File: src/rtl/act_tile_loader.sv
// act_tile_loader
// Feeds one tile of stream words into the write bank of a 2-bank ping-pong
// activation buffer, then flips the bank select once the consumer has
// released the bank it is reading, so an unconsumed tile is never overwritten.
//
// Ports:
//   clk_i, rst_ni            clock, async active-low reset
//   start_i, abort_i         begin a tile load (IDLE only) / cancel a load
//   base_addr_i, tile_len_i  tile placement, latched on a legal start
//   s_valid_i/s_data_i/s_ready_o   input word stream
//   buf_wr_en_o/addr_o/data_o      buffer write port (bank = ping_pong_sel_o)
//   ping_pong_sel_o          write bank = sel, read bank = ~sel
//   tile_valid_o             read bank holds an unconsumed tile
//   tile_consumed_i          consumer released the read bank
//   busy_o, done_o, err_o    status / tile-published pulse / bad-config pulse
//
// state  | meaning
// -------+-------------------------------------------------------------
// S_IDLE | waiting for start_i; checks config legality
// S_LOAD | accepting stream words, one buffer write per handshake
// S_FLIP | tile written; waiting for read bank to be free, then flip
module act_tile_loader #(
   parameter int DEPTH      = 16384,
   parameter int DATA_WIDTH = 32,
   parameter int ADDR_WIDTH = 14
) (
   input  logic                  clk_i,
   input  logic                  rst_ni,
   input  logic                  start_i,
   input  logic                  abort_i,
   input  logic [ADDR_WIDTH-1:0] base_addr_i,
   input  logic [ADDR_WIDTH:0]   tile_len_i,
   input  logic                  s_valid_i,
   input  logic [DATA_WIDTH-1:0] s_data_i,
   output logic                  s_ready_o,
   output logic                  buf_wr_en_o,
   output logic [ADDR_WIDTH-1:0] buf_wr_addr_o,
   output logic [DATA_WIDTH-1:0] buf_wr_data_o,
   output logic                  ping_pong_sel_o,
   output logic                  tile_valid_o,
   input  logic                  tile_consumed_i,
   output logic                  busy_o,
   output logic                  done_o,
   output logic                  err_o
);

   typedef enum logic [1:0] {S_IDLE = 2'd0, S_LOAD = 2'd1, S_FLIP = 2'd2} state_t;

   localparam logic [ADDR_WIDTH:0] DEPTH_W = (ADDR_WIDTH+1)'(DEPTH);
   localparam logic [ADDR_WIDTH:0] ONE_W   = (ADDR_WIDTH+1)'(1);

   state_t                state_q, state_d;
   logic [ADDR_WIDTH-1:0] base_q, base_d;
   logic [ADDR_WIDTH:0]   len_q, len_d;
   logic [ADDR_WIDTH:0]   count_q, count_d;
   logic                  f_q, f_d;
   logic                  sel_q, sel_d;
   logic                  s_ready_q, s_ready_d;
   logic                  wr_en_q, wr_en_d;
   logic [ADDR_WIDTH-1:0] wr_addr_q, wr_addr_d;
   logic [DATA_WIDTH-1:0] wr_data_q, wr_data_d;
   logic                  busy_q, busy_d;
   logic                  done_q, done_d;
   logic                  err_q, err_d;

   logic [ADDR_WIDTH:0]   end_addr;
   logic                  start_legal;
   logic                  accept;
   logic                  flip;

   // len > DEPTH is rejected on its own, so a wrap of end_addr never matters.
   assign end_addr    = {1'b0, base_addr_i} + tile_len_i;
   assign start_legal = (tile_len_i != '0) && (tile_len_i <= DEPTH_W) &&
                        (end_addr <= DEPTH_W);

   // An abort in the same cycle as a handshake wins: the word is not taken.
   assign accept = (state_q == S_LOAD) && s_ready_q && s_valid_i && !abort_i;

   always_comb begin
      state_d   = state_q;
      base_d    = base_q;
      len_d     = len_q;
      count_d   = count_q;
      sel_d     = sel_q;
      wr_en_d   = 1'b0;
      wr_addr_d = wr_addr_q;
      wr_data_d = wr_data_q;
      done_d    = 1'b0;
      err_d     = 1'b0;
      flip      = 1'b0;

      case (state_q)
         S_IDLE: begin
            if (start_i) begin
               if (start_legal) begin
                  base_d  = base_addr_i;
                  len_d   = tile_len_i;
                  count_d = '0;
                  state_d = S_LOAD;
               end else begin
                  err_d = 1'b1;
               end
            end
         end
         S_LOAD: begin
            if (abort_i) begin
               state_d = S_IDLE;
            end else if (accept) begin
               wr_en_d   = 1'b1;
               wr_addr_d = base_q + count_q[ADDR_WIDTH-1:0];
               wr_data_d = s_data_i;
               count_d   = count_q + ONE_W;
               if (count_q == len_q - ONE_W) begin
                  state_d = S_FLIP;
               end
            end
         end
         S_FLIP: begin
            if (abort_i) begin
               state_d = S_IDLE;
            end else if (!f_q || tile_consumed_i) begin
               flip    = 1'b1;
               sel_d   = ~sel_q;
               done_d  = 1'b1;
               state_d = S_IDLE;
            end
         end
         default: state_d = S_IDLE;
      endcase

      // A flip republishes the read bank, so it overrides a same-cycle release.
      f_d = f_q;
      if (tile_consumed_i) begin
         f_d = 1'b0;
      end
      if (flip) begin
         f_d = 1'b1;
      end

      s_ready_d = (state_d == S_LOAD);
      busy_d    = (state_d != S_IDLE);
   end

   always_ff @(posedge clk_i or negedge rst_ni) begin
      if (!rst_ni) begin
         state_q   <= S_IDLE;
         base_q    <= '0;
         len_q     <= '0;
         count_q   <= '0;
         f_q       <= 1'b0;
         sel_q     <= 1'b0;
         s_ready_q <= 1'b0;
         wr_en_q   <= 1'b0;
         wr_addr_q <= '0;
         wr_data_q <= '0;
         busy_q    <= 1'b0;
         done_q    <= 1'b0;
         err_q     <= 1'b0;
      end else begin
         state_q   <= state_d;
         base_q    <= base_d;
         len_q     <= len_d;
         count_q   <= count_d;
         f_q       <= f_d;
         sel_q     <= sel_d;
         s_ready_q <= s_ready_d;
         wr_en_q   <= wr_en_d;
         wr_addr_q <= wr_addr_d;
         wr_data_q <= wr_data_d;
         busy_q    <= busy_d;
         done_q    <= done_d;
         err_q     <= err_d;
      end
   end

   assign s_ready_o       = s_ready_q;
   assign buf_wr_en_o     = wr_en_q;
   assign buf_wr_addr_o   = wr_addr_q;
   assign buf_wr_data_o   = wr_data_q;
   assign ping_pong_sel_o = sel_q;
   assign tile_valid_o    = f_q;
   assign busy_o          = busy_q;
   assign done_o          = done_q;
   assign err_o           = err_q;

endmodule

File: config.mk
export PLATFORM = sky130hd
export DESIGN_NAME = act_tile_loader
export DESIGN_NICKNAME = d
export VERILOG_FILES = /design/src/rtl/act_tile_loader.sv
export SDC_FILE = /design/constraint.sdc
export NUM_CORES = 1
export LEC_CHECK = 0
export ABC_AREA = 1
export BUFFER_PORTS_ARGS = -buffer_cell sky130_fd_sc_hd__buf_2
export CAP_MARGIN = 30
export CORE_MARGIN = 2
export CORE_UTILIZATION = 33
export DETAILED_ROUTE_END_ITERATION = 12
export HOLD_SLACK_MARGIN = 0.15
export SLEW_MARGIN = 10
export SYNTH_ARGS = -nofsm -noshare
export SYNTH_HDL_FRONTEND = slang
export SYNTH_SLANG_ARGS = --single-unit
File: constraint.sdc
create_clock -name clk_i -period 5.68 [get_ports clk_i]
set_input_delay 0.568 -clock clk_i [delete_from_list [all_inputs] [get_ports clk_i]]
set_output_delay 0.568 -clock clk_i [all_outputs]
set_load 0.02 [all_outputs]
==> impl_results.md <==
* Clock root buffer: clkbuf_16
* P_leak at a little over 4 nW
* Cell Pwr Density at around 330 nW/µm²
* Site row count at 50
* Synth cell types at a little over 40
* Worst Setup Slack post-DPL at between 2 and 2.5 ns
* Via/cell ratio at 4.64
* R2R setup slack at around 2.7 ns
* Largest family of logic cells by synthesized area: simple AND/OR/NAND/NOR gates
* Cells after DPL at around 1.2k
* Via count at ~5.6k
* CP Class: input port to register
* Pins over their slew limit at 0
* HP Class: input port to register
* Max cap viols at 0
* FFs w/ async S/R, synth at 1.00
* Main synth FF type: dfrtp_1
* Pin count of the biggest net entering global routing at between 60 and 70
* Crit path time final at 3.26 ns
* Hpwl dp at around 12000 µm
* Routed len/inst at 13.3 µm
* Arrival @ worst endpoint at between 3 and 4 ns
* Final period utilization at 0.574
* Adder-cell area share of the yosys netlist at 0.0634
* Cts repair resizes at 0
* Post-synth EDFFs at 0
* Number of primary I/O pins at 120
* Compound-Gate Fraction of Synth Area at 0.0888
* Slew @ Worst Pin at about 0.83 ns
* First-pass GRT wire length at ~26000 µm
* Total Die Area at just over 20000 µm²
* Vias in the first global route at between 5k and 6k
* Most common cell after layout, fill and taps aside: nand2_1
* Initial antenna violation count at 0
* Skew-Pair Late Insertion Delay at 0.35 ns
* Final Hold Viols at 0
* Worst EP required at 5.90 ns
* Die height at 143 µm
* Yosys warning total at 0
* Antenna cells at 0
* Net count after synthesis at about 940
* Yosys reg bits at 99
* Startpoint Class: input port
* Post-Syn Area at 6350 µm²
* H-Tree Depth at 3
* GRT Overall Usage at 0.161
* CTS clk-pin slew, worst paths at approximately 0.07 ns
* Cts bufs inserted at 9
* Gr ovfl total at 0
* Synth Area in Simple Gates at 0.322
* XOR/XNOR Fraction of Synth Area at 0.0593
* Synthesized netlist cell count at between 800 and 900
* Starting Density at 0.338
* Uppermost layer routed: met4
* RSZ-0062 raised after global routing: false
* DR pass1 iterations at 5
* IO buf count at 119
* CTS tree: yes
* Setup TNS at 0 ns
* Leading cell types in the layout, fill and taps excluded: nand2_1 (281), buf_2 (118), dfrtp_1 (99)
* Met1 Wirelength at about 7800 µm
* WL met2 at slightly above 7000 µm
* Final setup fails at 0
* Drt total wl at approximately 16000 µm
* Post-layout instance count excluding filler cells at 1200
* Fmax at 307 MHz
* Run status: completed
* Setup Skew at approximately 0.006 ns
* Rel. slew slack at 0.448
* Met3 WL at between 700 and 800 µm
* Core area at ~19000 µm²
* Worst Setup End Kind: register
* Nets at roughly 1.1k
* Post-synthesis sequential area ratio at 0.390
* Gp weighted congestion at approximately 0.87
* Area Growth Syn to Fin at 18.0%
* Layout cells sized above 1 at 0.203
* DRC viols at 0
* Syn Area/Cell at 7.51 µm²
* Post-route ant nets at 0
* Max FO, Critical Path at 61
* Max VDD drop at ~0.00011 V
* Mux cell area share after synthesis at 0
* Die width at 143 µm
* # clock sinks at a little under 100
* Initial DRC count at around 250
* Fin worst setup slack at 2.42 ns
* Clock buffer depth at 2
## final timing paths
check / cells after the start / endpoint / start
worst max-delay path: 12 / len_q[3] / base_addr_i[0]
worst min-delay path: 3 / buf_wr_data_o[19] / s_data_i[19]
worst max register to register: 14 / busy_o / state_q[1]
worst min register to register: 2 / buf_wr_data_o[26] / buf_wr_data_o[26]
max in group asynchronous: 4 / err_o / rst_ni
min in group asynchronous: 2 / buf_wr_data_o[12] / rst_ni
## timing repair
action	4_1_cts	5_1_grt
hold buffers	1	0
endpoints found under the hold margin	23	0
setup buffers	0	0
## flip-flops by register name (all words and copies together), names as in the netlist
name             cells
len_q               15
count_q             15
tile_valid_o         1
ping_pong_sel_o      1
done_o               1
base_q              14
buf_wr_addr_o       14
busy_o               1
buf_wr_en_o          1
state_q              2
buf_wr_data_o       32
err_o                1
s_ready_o            1
## power by group
part           internal [mW]  switching, mW
clock network          0.376          0.272
registers              0.870          0.126
logic                  0.317          0.527
total                   1.56          0.925
## routing by layer
layer	track usage	vias up
li1	-	2923
met1	0.214	2505
met2	0.265	129
met3	0.0241	16
met4	0.0604	0
met5	0	-
## synthesized netlist by cell type, types with 2 or more instances
| master | n | area (µm²) |
|---|---|---|
| a21o_1 | 2 | 15.0 |
| a21oi_1 | 21 | 105 |
| a31oi_1 | 4 | 25.0 |
| and2_1 | 2 | 12.5 |
| buf_6 | 7 | 78.8 |
| clkbuf_1 | 12 | 45.0 |
| dfrtp_1 | 99 | 2480 |
| fa_1 | 2 | 40.0 |
| ha_1 | 29 | 363 |
| inv_1 | 94 | 353 |
| nand2_1 | 281 | 1050 |
| nand2_2 | 14 | 87.6 |
| nand3_1 | 62 | 310 |
| nand3_2 | 3 | 30.0 |
| nand3_4 | 2 | 35.0 |
| nand3b_1 | 3 | 22.5 |
| nand4_1 | 9 | 56.3 |
| nor2_1 | 70 | 263 |
| nor3_1 | 14 | 70.1 |
| nor3b_1 | 2 | 15.0 |
| nor4_1 | 3 | 18.8 |
| o211ai_1 | 2 | 15.0 |
| o21ai_0 | 18 | 90.1 |
| o21ai_2 | 29 | 254 |
| o31ai_1 | 2 | 15.0 |
| or2_2 | 4 | 25.0 |
| xnor2_1 | 11 | 96.3 |
| xor2_1 | 32 | 280 |
## critical path: stages
cell and delay, ns:
buf_2 0.11, ha_1 0.23, fa_1 0.43, or2_2 0.30, a21oi_1 0.18, nand2_1 0.08, nor4b_1 0.38, nand3_1 0.14
nand2_2 0.10, nand3_4 0.59, nand2_1 0.29, o21ai_2 0.07
## cell families (layout without fill, tap and decap cells)
group | after synthesis | in the layout
and+or+nand+nor | 474 | 474
DFF | 99 | 99
AOI/OAI and AO/OA | 84 | 84
adders and majority gates | 31 | 31
buffers and inverters | 115 | 235
xor gates and xnor gates | 43 | 43
## final cells by class
| type | count | area, µm² |
|---|---|---|
| fillers | 1951 | 11300 |
| inverters | 94 | 353 |
| multi-input cells | 632 | 3390 |
| well taps | 234 | 293 |
| flip-flops and latches | 99 | 2480 |
| clock buffers | 12 | 267 |
| repair buffers | 125 | 666 |
| clock inverters | 4 | 47.5 |
## through the flow
step	instance area, µm²	hold WS [ns]	util	power [mW]
2_1_floorplan	6350	0.272	-	1.58
5_1_grt	7490	0.407	0.399	2.66
3_3_place_gp	7140	0.457	0.381	1.84
3_5_place_dp	7170	0.461	0.382	1.86
4_1_cts	7490	0.390	0.399	2.52
6_report	7490	0.406	0.399	2.49
Power figures use the tool's default switching activity.
